**src/rtl/hier_icache_ctrl_seq.sv**
```systemverilog
// Register-mapped sequencer for hierarchical icache maintenance: turns peripheral
// writes into per-target req/ack handshakes towards the L1 caches and the L2 banks.
module hier_icache_ctrl_seq #(
    parameter int   NB_CACHE_BANKS = 4,
    parameter int   NB_CORES       = 9,
    parameter int   ID_WIDTH       = 5,
    parameter int   TIMEOUT_CYCLES = 1024,
    parameter logic ENABLE_RST     = 1'b1
) (
    input  logic                      clk_i,
    input  logic                      rst_ni,
    input  logic                      speriph_slave_req_i,
    input  logic [31:0]               speriph_slave_addr_i,
    input  logic                      speriph_slave_wen_i,
    input  logic [31:0]               speriph_slave_wdata_i,
    input  logic [3:0]                speriph_slave_be_i,
    input  logic [ID_WIDTH-1:0]       speriph_slave_id_i,
    output logic                      speriph_slave_gnt_o,
    output logic                      speriph_slave_r_valid_o,
    output logic                      speriph_slave_r_opc_o,
    output logic [ID_WIDTH-1:0]       speriph_slave_r_id_o,
    output logic [31:0]               speriph_slave_r_rdata_o,
    output logic [NB_CORES-1:0]       l1_flush_req_o,
    input  logic [NB_CORES-1:0]       l1_flush_ack_i,
    output logic [NB_CORES-1:0]       l1_sel_flush_req_o,
    input  logic [NB_CORES-1:0]       l1_sel_flush_ack_i,
    output logic [NB_CACHE_BANKS-1:0] l2_enable_req_o,
    input  logic [NB_CACHE_BANKS-1:0] l2_enable_ack_i,
    output logic [NB_CACHE_BANKS-1:0] l2_disable_req_o,
    input  logic [NB_CACHE_BANKS-1:0] l2_disable_ack_i,
    output logic [NB_CACHE_BANKS-1:0] l2_flush_req_o,
    input  logic [NB_CACHE_BANKS-1:0] l2_flush_ack_i,
    output logic [NB_CACHE_BANKS-1:0] l2_sel_flush_req_o,
    input  logic [NB_CACHE_BANKS-1:0] l2_sel_flush_ack_i,
    output logic [31:0]               sel_flush_addr_o,
    output logic [NB_CORES-1:0]       enable_l1_l15_prefetch_o
);

    localparam int CNT_W = (TIMEOUT_CYCLES > 1) ? $clog2(TIMEOUT_CYCLES) : 1;
    localparam logic [CNT_W-1:0] CNT_LAST = (TIMEOUT_CYCLES > 0) ? CNT_W'(TIMEOUT_CYCLES - 1) : '0;
    localparam logic WDOG_ON = (TIMEOUT_CYCLES > 0);

    typedef enum logic {ST_IDLE, ST_WAIT} state_t;
    typedef enum logic [2:0] {CMD_EN, CMD_DIS, CMD_L2_FLUSH, CMD_L1_FLUSH, CMD_SEL_FLUSH} cmd_t;

    state_t                    state;
    cmd_t                      cmd;
    logic [NB_CORES-1:0]       pend_l1;
    logic [NB_CACHE_BANKS-1:0] pend_l2;
    logic [CNT_W-1:0]          cnt;
    logic                      en;
    logic                      err;

    logic [2:0]                idx;
    logic                      wr;
    logic                      busy;
    logic                      cmd_start;
    logic                      unmapped;
    logic [31:0]               rdata_mux;
    logic [NB_CORES-1:0]       l1_ack;
    logic [NB_CACHE_BANKS-1:0] l2_ack;
    logic [NB_CORES-1:0]       pend_l1_nxt;
    logic [NB_CACHE_BANKS-1:0] pend_l2_nxt;
    logic                      all_done;
    logic                      timeout_hit;
    logic                      unused_bits;

    assign idx       = speriph_slave_addr_i[4:2];
    assign wr        = speriph_slave_req_i & ~speriph_slave_wen_i;
    assign busy      = (state == ST_WAIT);
    assign unmapped  = idx[2] & idx[1];
    assign speriph_slave_gnt_o = speriph_slave_req_i & ~(busy & wr & ~idx[2]);
    assign cmd_start = speriph_slave_gnt_o & wr & ~idx[2];
    assign unused_bits = ^{speriph_slave_be_i, speriph_slave_addr_i[31:5], speriph_slave_addr_i[1:0]};

    // Only the ack lines of the command in flight can retire pending targets.
    always_comb begin
        l1_ack = '0;
        l2_ack = '0;
        case (cmd)
            CMD_EN:        l2_ack = l2_enable_ack_i;
            CMD_DIS:       l2_ack = l2_disable_ack_i;
            CMD_L2_FLUSH:  l2_ack = l2_flush_ack_i;
            CMD_L1_FLUSH:  l1_ack = l1_flush_ack_i;
            CMD_SEL_FLUSH: begin
                l1_ack = l1_sel_flush_ack_i;
                l2_ack = l2_sel_flush_ack_i;
            end
            default: ;
        endcase
    end

    assign pend_l1_nxt = pend_l1 & ~l1_ack;
    assign pend_l2_nxt = pend_l2 & ~l2_ack;
    assign all_done    = ~|{pend_l1_nxt, pend_l2_nxt};
    assign timeout_hit = WDOG_ON && (cnt == CNT_LAST);

    always_comb begin
        rdata_mux = '0;
        case (idx)
            3'd0: rdata_mux[0] = en;
            3'd3: rdata_mux = sel_flush_addr_o;
            3'd4: rdata_mux[NB_CORES-1:0] = enable_l1_l15_prefetch_o;
            3'd5: rdata_mux[2:0] = {en, err, busy};
            default: ;
        endcase
    end

    always_ff @(posedge clk_i or negedge rst_ni) begin
        if (!rst_ni) begin
            state                    <= ST_IDLE;
            cmd                      <= CMD_EN;
            pend_l1                  <= '0;
            pend_l2                  <= '0;
            cnt                      <= '0;
            en                       <= ENABLE_RST;
            err                      <= 1'b0;
            l1_flush_req_o           <= '0;
            l1_sel_flush_req_o       <= '0;
            l2_enable_req_o          <= '0;
            l2_disable_req_o         <= '0;
            l2_flush_req_o           <= '0;
            l2_sel_flush_req_o       <= '0;
            sel_flush_addr_o         <= '0;
            enable_l1_l15_prefetch_o <= '0;
            speriph_slave_r_valid_o  <= 1'b0;
            speriph_slave_r_opc_o    <= 1'b0;
            speriph_slave_r_id_o     <= '0;
            speriph_slave_r_rdata_o  <= '0;
        end else begin
            speriph_slave_r_valid_o <= speriph_slave_gnt_o;
            if (speriph_slave_gnt_o) begin
                speriph_slave_r_id_o    <= speriph_slave_id_i;
                speriph_slave_r_opc_o   <= unmapped;
                speriph_slave_r_rdata_o <= speriph_slave_wen_i ? rdata_mux : '0;
            end
            if (speriph_slave_gnt_o && wr && idx == 3'd4)
                enable_l1_l15_prefetch_o <= speriph_slave_wdata_i[NB_CORES-1:0];
            if (speriph_slave_gnt_o && wr && idx == 3'd5 && speriph_slave_wdata_i[1])
                err <= 1'b0;

            case (state)
                ST_IDLE: begin
                    cnt <= '0;
                    if (cmd_start) begin
                        case (idx[1:0])
                            2'd0: begin
                                cmd     <= speriph_slave_wdata_i[0] ? CMD_EN : CMD_DIS;
                                pend_l2 <= '1;
                                if (speriph_slave_wdata_i[0]) l2_enable_req_o  <= '1;
                                else                          l2_disable_req_o <= '1;
                                state   <= ST_WAIT;
                            end
                            2'd1: begin
                                cmd            <= CMD_L2_FLUSH;
                                pend_l2        <= '1;
                                l2_flush_req_o <= '1;
                                state          <= ST_WAIT;
                            end
                            2'd2: begin
                                // An empty core mask has nothing to wait for.
                                if (|speriph_slave_wdata_i[NB_CORES-1:0]) begin
                                    cmd            <= CMD_L1_FLUSH;
                                    pend_l1        <= speriph_slave_wdata_i[NB_CORES-1:0];
                                    l1_flush_req_o <= speriph_slave_wdata_i[NB_CORES-1:0];
                                    state          <= ST_WAIT;
                                end
                            end
                            default: begin
                                cmd                <= CMD_SEL_FLUSH;
                                pend_l1            <= '1;
                                pend_l2            <= '1;
                                l1_sel_flush_req_o <= '1;
                                l2_sel_flush_req_o <= '1;
                                sel_flush_addr_o   <= speriph_slave_wdata_i;
                                state              <= ST_WAIT;
                            end
                        endcase
                    end
                end
                ST_WAIT: begin
                    // A completing ack takes priority over the watchdog on the same cycle.
                    if (all_done || timeout_hit) begin
                        state              <= ST_IDLE;
                        pend_l1            <= '0;
                        pend_l2            <= '0;
                        l1_flush_req_o     <= '0;
                        l1_sel_flush_req_o <= '0;
                        l2_enable_req_o    <= '0;
                        l2_disable_req_o   <= '0;
                        l2_flush_req_o     <= '0;
                        l2_sel_flush_req_o <= '0;
                        if (all_done) begin
                            if (cmd == CMD_EN)  en <= 1'b1;
                            if (cmd == CMD_DIS) en <= 1'b0;
                        end else begin
                            err <= 1'b1;
                        end
                    end else begin
                        cnt                <= cnt + 1'b1;
                        pend_l1            <= pend_l1_nxt;
                        pend_l2            <= pend_l2_nxt;
                        l1_flush_req_o     <= l1_flush_req_o & ~l1_flush_ack_i;
                        l1_sel_flush_req_o <= l1_sel_flush_req_o & ~l1_sel_flush_ack_i;
                        l2_enable_req_o    <= l2_enable_req_o & ~l2_enable_ack_i;
                        l2_disable_req_o   <= l2_disable_req_o & ~l2_disable_ack_i;
                        l2_flush_req_o     <= l2_flush_req_o & ~l2_flush_ack_i;
                        l2_sel_flush_req_o <= l2_sel_flush_req_o & ~l2_sel_flush_ack_i;
                    end
                end
                default: state <= ST_IDLE;
            endcase
        end
    end

endmodule

```
**config.mk**
```make
export PLATFORM = sky130hd
export DESIGN_NAME = hier_icache_ctrl_seq
export DESIGN_NICKNAME = d
export VERILOG_FILES = /design/src/rtl/hier_icache_ctrl_seq.sv
export SDC_FILE = /design/constraint.sdc
export NUM_CORES = 1
export LEC_CHECK = 0
export CAP_MARGIN = 20
export CORE_MARGIN = 3
export CORE_UTILIZATION = 45
export DETAILED_ROUTE_END_ITERATION = 16
export DONT_BUFFER_PORTS = 1
export GPL_TIMING_DRIVEN = 0
export HOLD_SLACK_MARGIN = 0.08
export PLACE_DENSITY = 0.66
export SYNTH_ARGS = -nofsm -noshare
export SYNTH_HDL_FRONTEND = slang
export SYNTH_SLANG_ARGS = --single-unit
```
**constraint.sdc**
```tcl
create_clock -name clk_i -period 3.95 [get_ports clk_i]
set_input_delay 0.5925 -clock clk_i [delete_from_list [all_inputs] [get_ports clk_i]]
set_output_delay 0.5925 -clock clk_i [all_outputs]
set_load 0.05 [all_outputs]
```
After elaboration in Yosys (flattened, before gate mapping) --
Index checks and enable logic that the tools add are counted.
Word-level totals: register bits 143, memories 0, bits of input ports 111, bits in latches 0, ROM bits 0, RAM bits 0
Cells by class: divide/modulo/power cells 0, $lt $le $gt $ge 0, reductions and logical operators 24, eq/ne operators 23, add/sub/neg operators 1, shifts and indexed selects 0, bitwise operators 29, multiplexer cells 58, multiply operators 0
Operators with widths (number):
- 9-bit case mux with 2 select lines | 5
- 9-bit 2-to-1 mux | 9
- 4-bit 2-to-1 mux | 17
- 4-bit case mux with 2 select lines | 5
- 32-bit 2-to-1 mux | 1
- 9-bit AND | 3
- 9-bit inverter | 3
- 23-bit 2-to-1 mux | 1
- 4-bit AND | 5
- 4-bit inverter | 5
- 10-bit case mux with 2 select lines | 1
- 2-bit inequality test (second input constant) | 9
- 3-bit AND reduction | 6
- 4-bit case mux with 4 select lines | 1
- 13-bit OR reduction | 1
- 6-bit case mux with 2 select lines | 1
- 1-bit 2-to-1 mux | 11
- 10-bit by 1-bit adder with 10-bit output (second input constant) | 1
- 10-bit == test (second input constant) | 1
- 10-bit 2-to-1 mux | 1
- 3-bit by 2-bit == test with 1-bit output (second input constant) | 3
- 3-bit == test (second input constant) | 3
- 3-bit case mux with 3 select lines | 1
- 9-bit OR reduction | 1
- other kinds (21) | 40

Logic depth before layout (Yosys ltp) --
Gate-level depths: netlist (run 1).
depth in word-level cells 13, depth in mapped cells 11, gate-level depth less buffers 8

Worst setup path before layout (run 1) --
No wires, ideal clock.
path type register to register, from register cmd[0], to register en, path slack 1.216 ns, cell stages (with the launch flop) 9, period minus slack after synthesis 2.734 ns, arrival time 2.650 ns, buffers on the path 1, library setup time 0.085 ns, cell sequence dfrtp_1 -> buf_2 -> nor3b_4 -> a221oi_1 -> or4_4 -> nor4b_4 -> nand2_2 -> or4_1 -> mux2_1
Between the ends: cells in the longest elaborated chain, start to end 8, elaborated cells on any way between the ends 18, those cells by class eq/ne: 4; mux: 3; bitwise: 5; reduce/logical: 6
Ends and longest elaborated chain:
- start, declared | line 47 | cmd_t cmd;
- start signal, assigned | line 148 | cmd <= speriph_slave_wdata_i[0] ? CMD_EN : CMD_DIS;
- 3-bit == test (tied with other cells) | line 80 | case (cmd)
- 4-bit case mux with 4 select lines / 9-bit case mux with 2 select lines (equally long branches) | line 80
- 4-bit inverter / 9-bit inverter (equally long branches) | line 94, 93
- 4-bit AND / 9-bit AND (equally long branches) | line 94, 93
- 13-bit OR reduction | line 95 | assign all_done = ~|{pend_l1_nxt, pend_l2_nxt};
- 1-bit logical NOT | line 95
- 1-bit logical OR | line 183 | if (all_done || timeout_hit) begin
- 4-bit AND reduction (no line)
- end signal, assigned | line 116 | en <= ENABLE_RST;
- end signal, assigned | line 194 | if (cmd == CMD_EN) en <= 1'b1;
- end signal, assigned | line 195 | if (cmd == CMD_DIS) en <= 1'b0;
- end, declared | line 51 | logic en;
Parallel ways exist; a longest one is shown, timed or not. A chain may end at the register's enable or synchronous reset.

Worst setup path after layout (run 1) --
from register cmd[0], to register l2_disable_req_o[3]
Between the ends: cells in the longest elaborated chain, start to end 9, elaborated cells on any way between the ends 16, those cells by class eq/ne: 4; mux: 4; bitwise: 4; reduce/logical: 4
Ends and longest elaborated chain:
- 3-bit == test (tied with other cells) | line 80
- 4-bit case mux with 4 select lines / 9-bit case mux with 2 select lines (equally long branches) | line 80
- 4-bit inverter / 9-bit inverter (equally long branches) | line 94, 93
- 4-bit AND / 9-bit AND (equally long branches) | line 94, 93
- 13-bit OR reduction (*) | line 95
- 1-bit logical NOT (*) | line 95
- 1-bit logical OR (*) | line 183
- 4-bit 2-to-1 mux (*) | line 183
- 4-bit case mux with 2 select lines (*) | line 142 | case (state)
- end signal, assigned | line 206 | l2_disable_req_o <= l2_disable_req_o & ~l2_disable_ack_i;
- end, declared | line 29 | output logic [NB_CACHE_BANKS-1:0] l2_disable_req_o,
Every way passes the cells marked *; elsewhere a longest branch is shown, timed or not.

==> results summary, run 1 <==
The run finished with clean final reports. Pin placement for this block handled between 200 and 250 I/O pins. The fraction of registers with async set/reset is 1.00.

The net switching power is 3.16 mW. The number of diodes added for antenna fixing is 0. In this run the worst hold path is classified as primary input to asynchronous set/reset pin. TritonCTS built the clock tree. The fraction of final layout cells sized beyond drive strength 1 came out at 0.0912.

The number of global-route vias before repair is ~5400. The data arrival time of the critical path came out at between 3 and 4 ns. The root buffer cell chosen for the clock tree is clkbuf_16. The total leakage power is approximately 3.5 nW. The net count after synthesis is 775. The x dimension of the die came out at roughly 130 microns. In this run the mean area of a mapped cell was ~10 sq um. The final route contains approximately 5300 vias. The number of synthesis warnings is 0. The number of distinct library cell variants in the gate-level netlist after synthesis came out at 50.

The share of total power dissipated in the clock network is 0.236. After detailed routing, the total wire length is between 15 and 20 mm. Cell internal power was estimated by the tool at 3.20 mW.

Of the total power, combinational logic draws 0.213. The final number of hold-violating endpoints was 0. The die is approximately 130 microns tall.

Port buffering added 0 buffers. The wire length of the first global-routing pass came out at ~30 mm. The HPWL after detailed placement is around 14 mm.

Adding up every negative setup slack in the final design gives 0 ns. The area of the multi-input gates came out at roughly 2700 sq um. The setup slack of the critical path after layout came out at approximately 0.5 ns.

Entering global routing, the biggest net connects around 140 pins. The power consumption is roughly 6.4 mW. The sequential fraction of the synthesis area is 0.551.

Before CTS, the worst setup slack after placement is about 0.61 ns. The count of cells resized by post-cts repair came out at 0. The critical path launch point type is a register. The total congestion overflow after global routing came out at 0. The number of enable-type register cells in the synthesized netlist is 0. Setup repair after global routing left no endpoint under its margin. After clock tree synthesis, the clock-pin slew on the worst setup and hold paths is about 0.06 ns. In this run, the number of DRC markers left after iteration 0 of detailed routing was approximately 470. The number of setup buffers added after CTS came out at 0. The final number of max-transition violations is 0. The clock net in this run drives a total of about 140 sinks.

The path depth of the worst reg2reg path is 10. The proportion of total power due to net switching is 0.496. In this run the cell area of the synthesized design comes to around 6500 sq um. Leaving out fill and tap cells, the most frequent cells in the layout are nand2_1 (143), dfrtp_1 (142), nor2_1 (38), a21oi_1 (38). The post-detailed-route wirelength per cell came out at roughly 22 microns. The floorplan step defined a die boundary enclosing approximately 16000 sq um. The first-pass detailed-route iteration total is 5. The H-tree depth came out at 4. The slew at the pin with the worst max-slew slack is between 0.9 and 1 ns. The routability-driven placement congestion ratio came out at 0.878. The count of max-cap constraint violations came out at 0.

Measured against its own limit, the worst slew margin works out to 0.384. In this run the critical register-to-register path is launched from cmd[0]$_DFFE_PN0P_. The endpoint identified for the worst register-to-register timing path is l2_disable_req_o[3]$_DFFE_PN0P_.

The data required time of the critical path is 4.26 ns. The achievable frequency is 0.291 GHz. The top flip-flop cell by instance count after synthesis is dfrtp_1.

The number of filler cells placed in the layout came out at between 1000 and 1500. After detailed routing, the number of remaining DRC violations is 0. The flop and latch count out of synthesis is 143. Of all nets on the critical path, the largest fanout is 10. The number of antenna violations at the first check in global routing is 0. After detailed routing, the number of vias per cell comes to just over 6. The cell row count came out at 43. In this run, CTS created clock tree buffers numbering 17. The flop-to-flop setup slack came out at 0.51 ns. The startpoint of the most critical setup path is cmd[0]$_DFFE_PN0P_. The cell count after synthesis is between 600 and 700. The deepest clock path buffer count came out at 2. The effective utilization at floorplan came out at 0.465. From synthesis to final layout, the design area changed by 12.4%. The clock latency of the later-clocked register in the worst-skew pair is 0.43 ns. The share of total power dissipated in sequential elements is 0.551. The worst setup path is captured at a register. The final worst clock skew is ~0.014 ns. The critical path is of the register to register type.

The power per unit of standard cell area is a little under 900 nW/um^2. The highest ir drop seen on vdd is slightly below 0.5 mV. The area used by sequential logic in the layout came out at 3580 sq um. The share of the clock period used by the worst path came out at 0.870. The number of antenna-violating nets in the routed design came out at 0. The count of final setup violators is 0.

The layout net count is a little under 800. The all-layer global routing usage came out at 0.243. The shortest clock period the worst path allows after layout came out at about 3.4 ns. The most common cell after layout, fill and taps aside is nand2_1. The region available for standard cell placement spans between 10000 and 15000 sq um.
==> power groups by stage <==
stage | Sequential, mW | Clock [mW] | Combinational (mW)
after floorplan | 3.38 | 0 | 1.00
after global placement | 3.52 | 0 | 1.26
after detailed placement | 3.54 | 0 | 1.31
after CTS | 3.51 | 1.54 | 1.35
after global routing | 3.57 | 1.61 | 1.53
final | 3.50 | 1.50 | 1.35
==> cell usage after synthesis, types with 3 or more instances <==
| cell type | instances | area (sq um) |
|---|---|---|
| and3_1 | 4 | 25.0 |
| nand3_1 | 14 | 70.1 |
| a22o_1 | 33 | 289 |
| o21ai_0 | 28 | 140 |
| nor4_1 | 3 | 18.8 |
| o211ai_1 | 4 | 30.0 |
| and4_1 | 3 | 26.3 |
| nand2b_1 | 11 | 68.8 |
| a32oi_1 | 3 | 26.3 |
| and2_1 | 4 | 25.0 |
| o31ai_1 | 3 | 22.5 |
| nand4_1 | 6 | 37.5 |
| clkbuf_1 | 33 | 124 |
| buf_2 | 3 | 15.0 |
| mux2i_1 | 10 | 100 |
| o22ai_1 | 4 | 25.0 |
| buf_1 | 3 | 11.3 |
| inv_1 | 24 | 90.1 |
| nand3b_1 | 27 | 203 |
| dfrtp_1 | 142 | 3550 |
| a31oi_1 | 8 | 50.1 |
| a22oi_1 | 3 | 22.5 |
| mux2_2 | 16 | 180 |
| a21oi_1 | 38 | 190 |
| a211oi_1 | 5 | 37.5 |
| nor2_1 | 38 | 143 |
| a31o_2 | 6 | 52.6 |
| ha_1 | 6 | 75.1 |
| nand2_1 | 143 | 537 |
| a221oi_1 | 6 | 52.6 |
| a222oi_1 | 3 | 30.0 |
==> logic make-up after synthesis <==
family | count (synthesis) | share of synthesized area
simple gates | 267 | 0.198
compound gates | 149 | 0.155
flops | 143 | 0.551
buf+inv | 64 | 0.0375
mux | 27 | 0.0448
fa+ha+maj | 6 | 0.0115
xor+xnor | 2 | 0.00269
==> worst max path at each step <==
stage | to | cells after the start | slack, ns
2_1_floorplan | en$_DFFE_PN1P_ | 8 | 1.22
4_1_cts | l2_sel_flush_req_o[3]$_DFFE_PN0P_ | 9 | 0.58
3_5_place_dp | l2_sel_flush_req_o[3]$_DFFE_PN0P_ | 9 | 0.61
5_1_grt | l2_flush_req_o[0]$_DFFE_PN0P_ | 10 | 0.29
6_report | l2_disable_req_o[3]$_DFFE_PN0P_ | 10 | 0.51
3_3_place_gp | l1_sel_flush_req_o[0]$_DFFE_PN0P_ | 9 | 0.60
==> sequential cells by signal, summed over array words and instances (netlist names) <==
signal and flops:
sel_flush_addr_o 32, speriph_slave_r_rdata_o 32, cnt 10, enable_l1_l15_prefetch_o 9
l1_flush_req_o 9, l1_sel_flush_req_o 9, pend_l1 9, speriph_slave_r_id_o 5
l2_disable_req_o 4, l2_enable_req_o 4, l2_flush_req_o 4, l2_sel_flush_req_o 4
pend_l2 4, cmd 3, busy 1, en 1
err 1, speriph_slave_r_opc_o 1, speriph_slave_r_valid_o 1
==> metal layers <==
| metal | track usage | share of wire | vias to the layer above |
|---|---|---|---|
| met4 | 0.0808 | 0.017 | 0 |
| met5 | 0 | 0 | - |
| li1 | - | - | 2361 |
| met1 | 0.309 | 0.40 | 2609 |
| met3 | 0.0984 | 0.11 | 30 |
| met2 | 0.379 | 0.47 | 265 |
==> cell type report <==
class / instances / area share
Sequential cell: 143 / 0.490
Multi-Input combinational cell: 451 / 0.367
Buffer: 39 / 0.0205
Clock buffer: 17 / 0.0582
Tap cell: 180 / 0.0308
Timing Repair Buffer: 1 / 0.00377
Clock inverter: 15 / 0.0175
Inverter: 25 / 0.0128
==> what timing repair did <==
action,CTS,global route
hold buffers,1,0
hold endpoints to repair,143,0
endpoints found under the setup margin,0,0
==> worst max-delay path: stages, from the launching register on <==
cell and delay (ns):
dfrtp_1 0.38, buf_2 0.19, nor3b_4 0.46, a22oi_1 0.20
a22o_1 0.29, nor4_1 0.67, a21oi_1 0.25, clkbuf_1 0.33
buf_1 0.32, nand3b_1 0.16, nand2_1 0.07
==> metrics by stage <==
| stage | std cells | hold WS [ns] | instance area, sq um | utilization |
|---|---|---|---|---|
| 6_report | 871 | 0.138 | 7310 | 0.522 |
| 5_1_grt | 871 | 0.201 | 7310 | 0.522 |
| 4_1_cts | 871 | 0.187 | 7310 | 0.522 |
| 3_5_place_dp | 838 | 0.300 | 6730 | 0.481 |
| 3_3_place_gp | 838 | 0.300 | 6730 | 0.481 |
| 2_1_floorplan | 658 | 0.297 | 6500 | - |
(Power assumes the default switching activity.)
==> run 2: changes to the inputs <==
==> constraint.sdc (replaced) <==
create_clock -name clk_i -period 3.95 [get_ports clk_i]
set_input_delay 0.79 -clock clk_i [delete_from_list [all_inputs] [get_ports clk_i]]
set_output_delay 0.79 -clock clk_i [all_outputs]
set_load 0.05 [all_outputs]
==> results summary, run 2 (synthesis results as in run 1) <==
The run finished with clean final reports. The area of the die came out at about 16000 sq um. The highest ir drop seen on vdd is 0.492 mV. In the routed layout, each cell is associated on average with a via count of 6.04. The critical path class is register to output pin. The total negative slack came out at 0 ns.

The number of global-route vias before repair is around 5400. In this run the critical register-to-register path is captured at l2_sel_flush_req_o[3]$_DFFE_PN0P_. The path depth of the worst reg2reg path came out at 9. The final number of max-transition violations came out at 0. The total internal power is around 3.2 mW. The core footprint came out at 14000 sq um.

The number of filler cells placed in the layout came out at approximately 1300. The deepest clock path buffer count is 2. Once detail routing completed, the nets flagged for antenna violations numbered 0. The number of diodes added for antenna fixing is 0. In this run, the number of DRC markers left after iteration 0 of detailed routing was ~470. The critical path starts at busy$_DFF_PN0_.

The total routed wire length on the met1 layer is roughly 7.5 mm. The count of buffers added on input and output ports is 0. In this run the clock root is driven by a clkbuf_16. Compared with the post-synthesis result, the final layout area differs by 12.0%.

The proportion of total power due to net switching came out at 0.494. The largest net degree at the start of global routing came out at between 100 and 150. The combinational group share of total power is 0.209.

The worst setup path is launched from a register. The final number of hold-violating endpoints came out at 0. The routed layout has ~5300 vias. The clock network fraction of design power came out at 0.237. The slew at the pin with the worst max-slew slack came out at slightly above 0.9 ns. The congestion estimate from routability-driven global placement came to between 0.8 and 0.9. The worst-path maximum fanout is 10. In this run the critical register-to-register path is launched from cmd[0]$_DFFE_PN0P_. The number of clock sinks is 143. Clock tree synthesis inserted a total of 17 buffers. The worst setup path is captured at an output pin. The fraction of final layout cells sized beyond drive strength 1 came out at 0.0899.

The number of antenna violations at the first check in global routing is 0. Data arrives at the worst endpoint at about 2.7 ns. The final cell utilization of the core is 0.520.

The effective utilization at floorplan came out at 0.465. The count of max-cap constraint violations is 0. The first global-routing pass estimated 30.1 mm of wire. The data required time of the critical path came out at 3.16 ns. The count of final setup violators is 0.

After layout, the minimum clock period comes to approximately 3.5 ns. The highest layer touched by signal routing is met4. The relative max-transition margin is 0.384. The achievable frequency is 0.288 GHz. After detailed routing, the average wire length per cell comes to 21.8 microns. TritonCTS built the clock tree. The capturing instance or port of the critical path is speriph_slave_gnt_o. Setup repair after global routing left no endpoint under its margin. The layout net count is about 790. Wire segments on met2 add up to 8.92 mm in the final route.

The type of the tightest min-delay check is primary input to asynchronous set/reset pin. The die outline height is ~130 microns. The cell row count came out at 43. The first-pass detailed-route iteration total came out at 6. Dividing the final minimum period by the clock period gives 0.879. The clock transition at the registers of the reported paths is about 0.06 ns.

Once detailed placement completed, the half-perimeter wirelength came to about 14 mm. The H-tree depth is 4. The flop-to-flop setup slack came out at roughly 0.48 ns. The total leakage power came out at 3.48 nW. Clock skew on the completed layout was measured at between 0.01 and 0.015 ns. The net switching power came out at 3.13 mW. The wire length on met3 is roughly 2.2 mm.

The number of setup buffers added after CTS is 0. The power per unit of standard cell area is 870 nW/um^2. For the worst-skew pair, the clock arrives at the later sink with an insertion delay of ~0.43 ns. The largest registers in the layout are sel_flush_addr_o: 32 flops, speriph_slave_r_rdata_o: 32 flops, cnt: 10 flops.

The library cells used most frequently in the layout, excluding fill and tap cells, are nand2_1 (143), dfrtp_1 (142), nor2_1 (38), a21oi_1 (38). The total congestion overflow after global routing is 0. The floorplan step set the die width to 126 microns. The aggregate routed wire length is 19.0 mm. The share of power burned in registers came out at 0.553. The library cell used most frequently in the layout, excluding fill and tap cells, is nand2_1. The count of cells resized by post-cts repair came out at 0. The all-layer global routing usage is 0.242. In the routed design, unresolved DRC markers number 0.

The number of top-level pins is about 230.
[run 2: power groups by stage]
stage	clock, mW	sequential, mW	combinational, mW
floorplan	0	3.38	1.00
global placement	0	3.52	1.26
detailed placement	0	3.54	1.31
CTS	1.54	3.51	1.32
global route	1.61	3.56	1.49
finish	1.50	3.50	1.33
[run 2: area by class of cell]
class,count,area (sq um),share of cell area
buffer,39,150,0.0206
clock buffer,17,425,0.0584
clock inverter,15,128,0.0175
inverter,25,93.8,0.0129
multi-input combinational,451,2680,0.368
sequential,143,3580,0.492
tap,180,225,0.0309
[run 2: worst min-delay path by stage]
stage | depth (start not counted) | endpoint | from
after global placement | 1 | err$_DFF_PN0_ | err$_DFF_PN0_
after CTS | 0 | speriph_slave_r_rdata_o[20]$_DFFE_PN0N_ | rst_ni
final | 0 | speriph_slave_r_rdata_o[24]$_DFFE_PN0N_ | rst_ni
after global routing | 0 | sel_flush_addr_o[17]$_DFFE_PN0P_ | rst_ni
after floorplan | 1 | err$_DFF_PN0_ | err$_DFF_PN0_
after detailed placement | 0 | sel_flush_addr_o[17]$_DFFE_PN0P_ | rst_ni
[run 2: per-layer routing]
| metal | vias to the layer above | track usage |
|---|---|---|
| li1 | 2356 | - |
| met1 | 2586 | 0.307 |
| met2 | 280 | 0.379 |
| met3 | 37 | 0.0971 |
| met4 | 0 | 0.0801 |
| met5 | - | 0 |
[run 2: worst max-delay path, cell delays in order, from the launching register on]
cell      delay (ns)
dfrtp_1         0.36
clkinv_1        0.25
o31ai_1         0.86
clkbuf_1        0.42
inv_1           0.36
[run 2: per-stage QoR]
stage	instance area [sq um]	instances	setup slack (ns)	hold WS, ns	total power, mW
6_report	7280	870	0.480	0.0508	6.33
5_1_grt	7280	870	0.133	0.0253	6.67
4_1_cts	7280	870	0.398	0.0338	6.36
3_5_place_dp	6730	838	0.567	0.495	4.84
3_3_place_gp	6730	838	0.512	0.491	4.77
2_1_floorplan	6500	658	1.12	0.467	4.39
==> run 3: changes to the inputs <==
--- a/config.mk
+++ b/config.mk
@@ -8,6 +8,7 @@
 export CAP_MARGIN = 20
 export CORE_MARGIN = 3
 export CORE_UTILIZATION = 45
+export CTS_BUF_LIST = sky130_fd_sc_hd__clkbuf_8
 export DETAILED_ROUTE_END_ITERATION = 16
 export DONT_BUFFER_PORTS = 1
 export GPL_TIMING_DRIVEN = 0
==> results summary, run 3 (synthesis results as in run 1) <==
The run finished with clean final reports. Cell internal power was estimated by the tool at about 2.8 mW. The critical path launch point type is a register. The clock transition at the registers of the reported paths is ~0.090 ns. The tightest min-delay check is of the primary input to asynchronous set/reset pin type. The number of buffers created by CTS came out at 17. During placement, the flow inserted port buffers numbering 0. The endpoint kind of the worst setup timing path is an output pin. The all-layer global routing usage came out at 0.239. The area of the die is 15900 sq um.

The cell row count is between 40 and 50. The number of global-route vias before repair came to ~5400. The worst-path maximum fanout came out at 10. The total negative slack is 0 ns.

The number of clock sinks is around 140. The count of unresolved DRC violations after routing came out at 0. The tightest hold path in the finished design has a slack of 0.0147 ns. The number of antenna violations at the first check in global routing came out at 0. The library cell used most frequently in the layout, excluding fill and tap cells, is nand2_1. The post-detailed-route wirelength per cell is 21.6 microns. The number of setup buffers added after CTS is 0. The largest net degree at the start of global routing is 144. Detailed placement finished with a half-perimeter wire length of approximately 14 mm. The clock passes through at most 2 buffers. The H-tree depth came out at 4.

Setup repair after global routing left no endpoint under its margin. The highest ir drop seen on vdd came out at slightly above 0.5 mV. The largest registers in the layout are sel_flush_addr_o: 32 flops, speriph_slave_r_rdata_o: 32 flops, cnt: 10 flops. For the worst setup path, the data required time is 3.16 ns.

The core footprint is between 10000 and 15000 sq um. The routed design has approximately 19 mm of wire. For this block, the initial DRC count from the detailed router was between 400 and 500.

The total congestion overflow after global routing came out at 0. Dividing the detail-routed via count by the number of cells gives 6.02. The die outline height came out at between 100 and 150 microns.

The power per unit of standard cell area came out at ~830 nW/um^2. The clock latency of the later-clocked register in the worst-skew pair came out at between 0.4 and 0.5 ns. The final number of hold-violating endpoints came out at 0. The critical path class is register to output pin. The slew at the pin with the worst max-slew slack came out at 0.921 ns.

The number of antenna-violating nets in the routed design came out at 0. After clock tree synthesis, the repair step resized 0 gates. The x dimension of the die is around 130 microns. The shortest clock period the worst path allows after layout is 3.52 ns. The cell area after layout came out at roughly 7100 sq um. The root buffer cell chosen for the clock tree is clkbuf_8. Summed over all cells, the static leakage comes to roughly 3.4 nW. For this run, the detailed router's first-pass iteration total came to 5. The data arrival time of the critical path is 2.73 ns. The area of placed instances is 6730 sq um.

The wire length of the first global-routing pass came out at around 30 mm. The share of the clock period used by the worst path came out at 0.891. The signed area change from the synthesized netlist to the final layout came out at 9.02%.

The routability-driven placement congestion ratio is approximately 0.88. After detailed placement, the design holds a cell count of approximately 840. The combinational group share of total power came out at 0.223. The proportion of total power due to net switching is 0.521.

The layout net count came out at 794. The clock network fraction of design power is 0.184. TritonCTS built the clock tree. The library cells used most frequently in the layout, excluding fill and tap cells, are nand2_1 (143), dfrtp_1 (142), nor2_1 (38), a21oi_1 (38). The fraction of final layout cells sized beyond drive strength 1 came out at 0.0899.

The via count is around 5200. The highest signal layer in the routed design is met4. The final number of max-transition violations was 0.

The wire length on met3 came out at 2.23 mm. In this run the power spent charging and discharging nets is just over 3 mW. The effective utilization at floorplan came out at 0.465. The met2 wirelength from detailed routing is 8.85 mm. Headroom to the max-slew limit came out at 0.380. Setup violations remaining at the end of the flow were counted as 0. After detailed routing, the wire length on met1 is between 7 and 8 mm. Static timing analysis puts the maximum clock frequency at between 0.2 and 0.3 GHz. The number of top-level pins came out at between 200 and 250. The number of diodes added for antenna fixing came out at 0. The count of max-cap constraint violations is 0. The post-layout instance count excluding filler cells is a little under 900. The final worst clock skew is 0.0101 ns. The share of power burned in registers came out at 0.593.
## run 3: changes by cell type in the layout (fill, tap and decap cells not counted)
cell,delta
clkbuf_16,-17
clkbuf_8,+17
## run 3: area by class of cell
| type | count | area, sq um |
|---|---|---|
| fill | 1313 | 6900 |
| sequential | 143 | 3580 |
| multi-input combinational | 451 | 2680 |
| clock buffer | 17 | 234 |
| tap | 180 | 225 |
| buffer | 39 | 150 |
| clock inverter | 15 | 128 |
| inverter | 25 | 93.8 |
## run 3: power by group through the flow
| stage | Combinational [mW] | Sequential, mW | Clock [mW] |
|---|---|---|---|
| floorplan | 1.00 | 3.38 | 0 |
| global placement | 1.26 | 3.52 | 0 |
| detailed placement | 1.31 | 3.54 | 0 |
| CTS | 1.31 | 3.51 | 1.11 |
| global route | 1.49 | 3.56 | 1.18 |
| finish | 1.32 | 3.50 | 1.09 |
## run 3: path summary, 6_finish.rpt
kind / from / endpoint / slack (ns) / cells past startpoint
max: busy$_DFF_PN0_ / speriph_slave_gnt_o / 0.43 / 4
min: rst_ni / sel_flush_addr_o[17]$_DFFE_PN0P_ / 0.01 / 0
max reg2reg: cmd[0]$_DFFE_PN0P_ / l2_sel_flush_req_o[3]$_DFFE_PN0P_ / 0.54 / 9
min reg2reg: pend_l2[1]$_DFFE_PN0P_ / pend_l2[1]$_DFFE_PN0P_ / 0.52 / 2
max in group asynchronous: rst_ni / en$_DFFE_PN1P_ / 3.66 / 0
min in group clk_i: l1_sel_flush_ack_i[0] / l1_sel_flush_req_o[0]$_DFFE_PN0P_ / 0.42 / 1
## run 3: worst max-delay path, stage by stage (launching register included)
cell	delay (ns)
dfrtp_1	0.37
clkinv_1	0.26
o31ai_1	0.86
clkbuf_1	0.42
inv_1	0.36
## run 3: stage by stage
step	setup WS, ns	power, mW	util
after floorplan	1.12	4.39	-
after global placement	0.512	4.77	0.481
after detailed placement	0.567	4.84	0.481
after CTS	0.361	5.93	0.507
after global routing	0.0853	6.24	0.507
final	0.430	5.91	0.507
## run 3: layer usage
layer / track usage / vias to the layer above
li1: - / 2350
met1: 0.298 / 2561
met2: 0.377 / 297
met3: 0.107 / 30
met4: 0.0662 / 0
met5: 0 / -
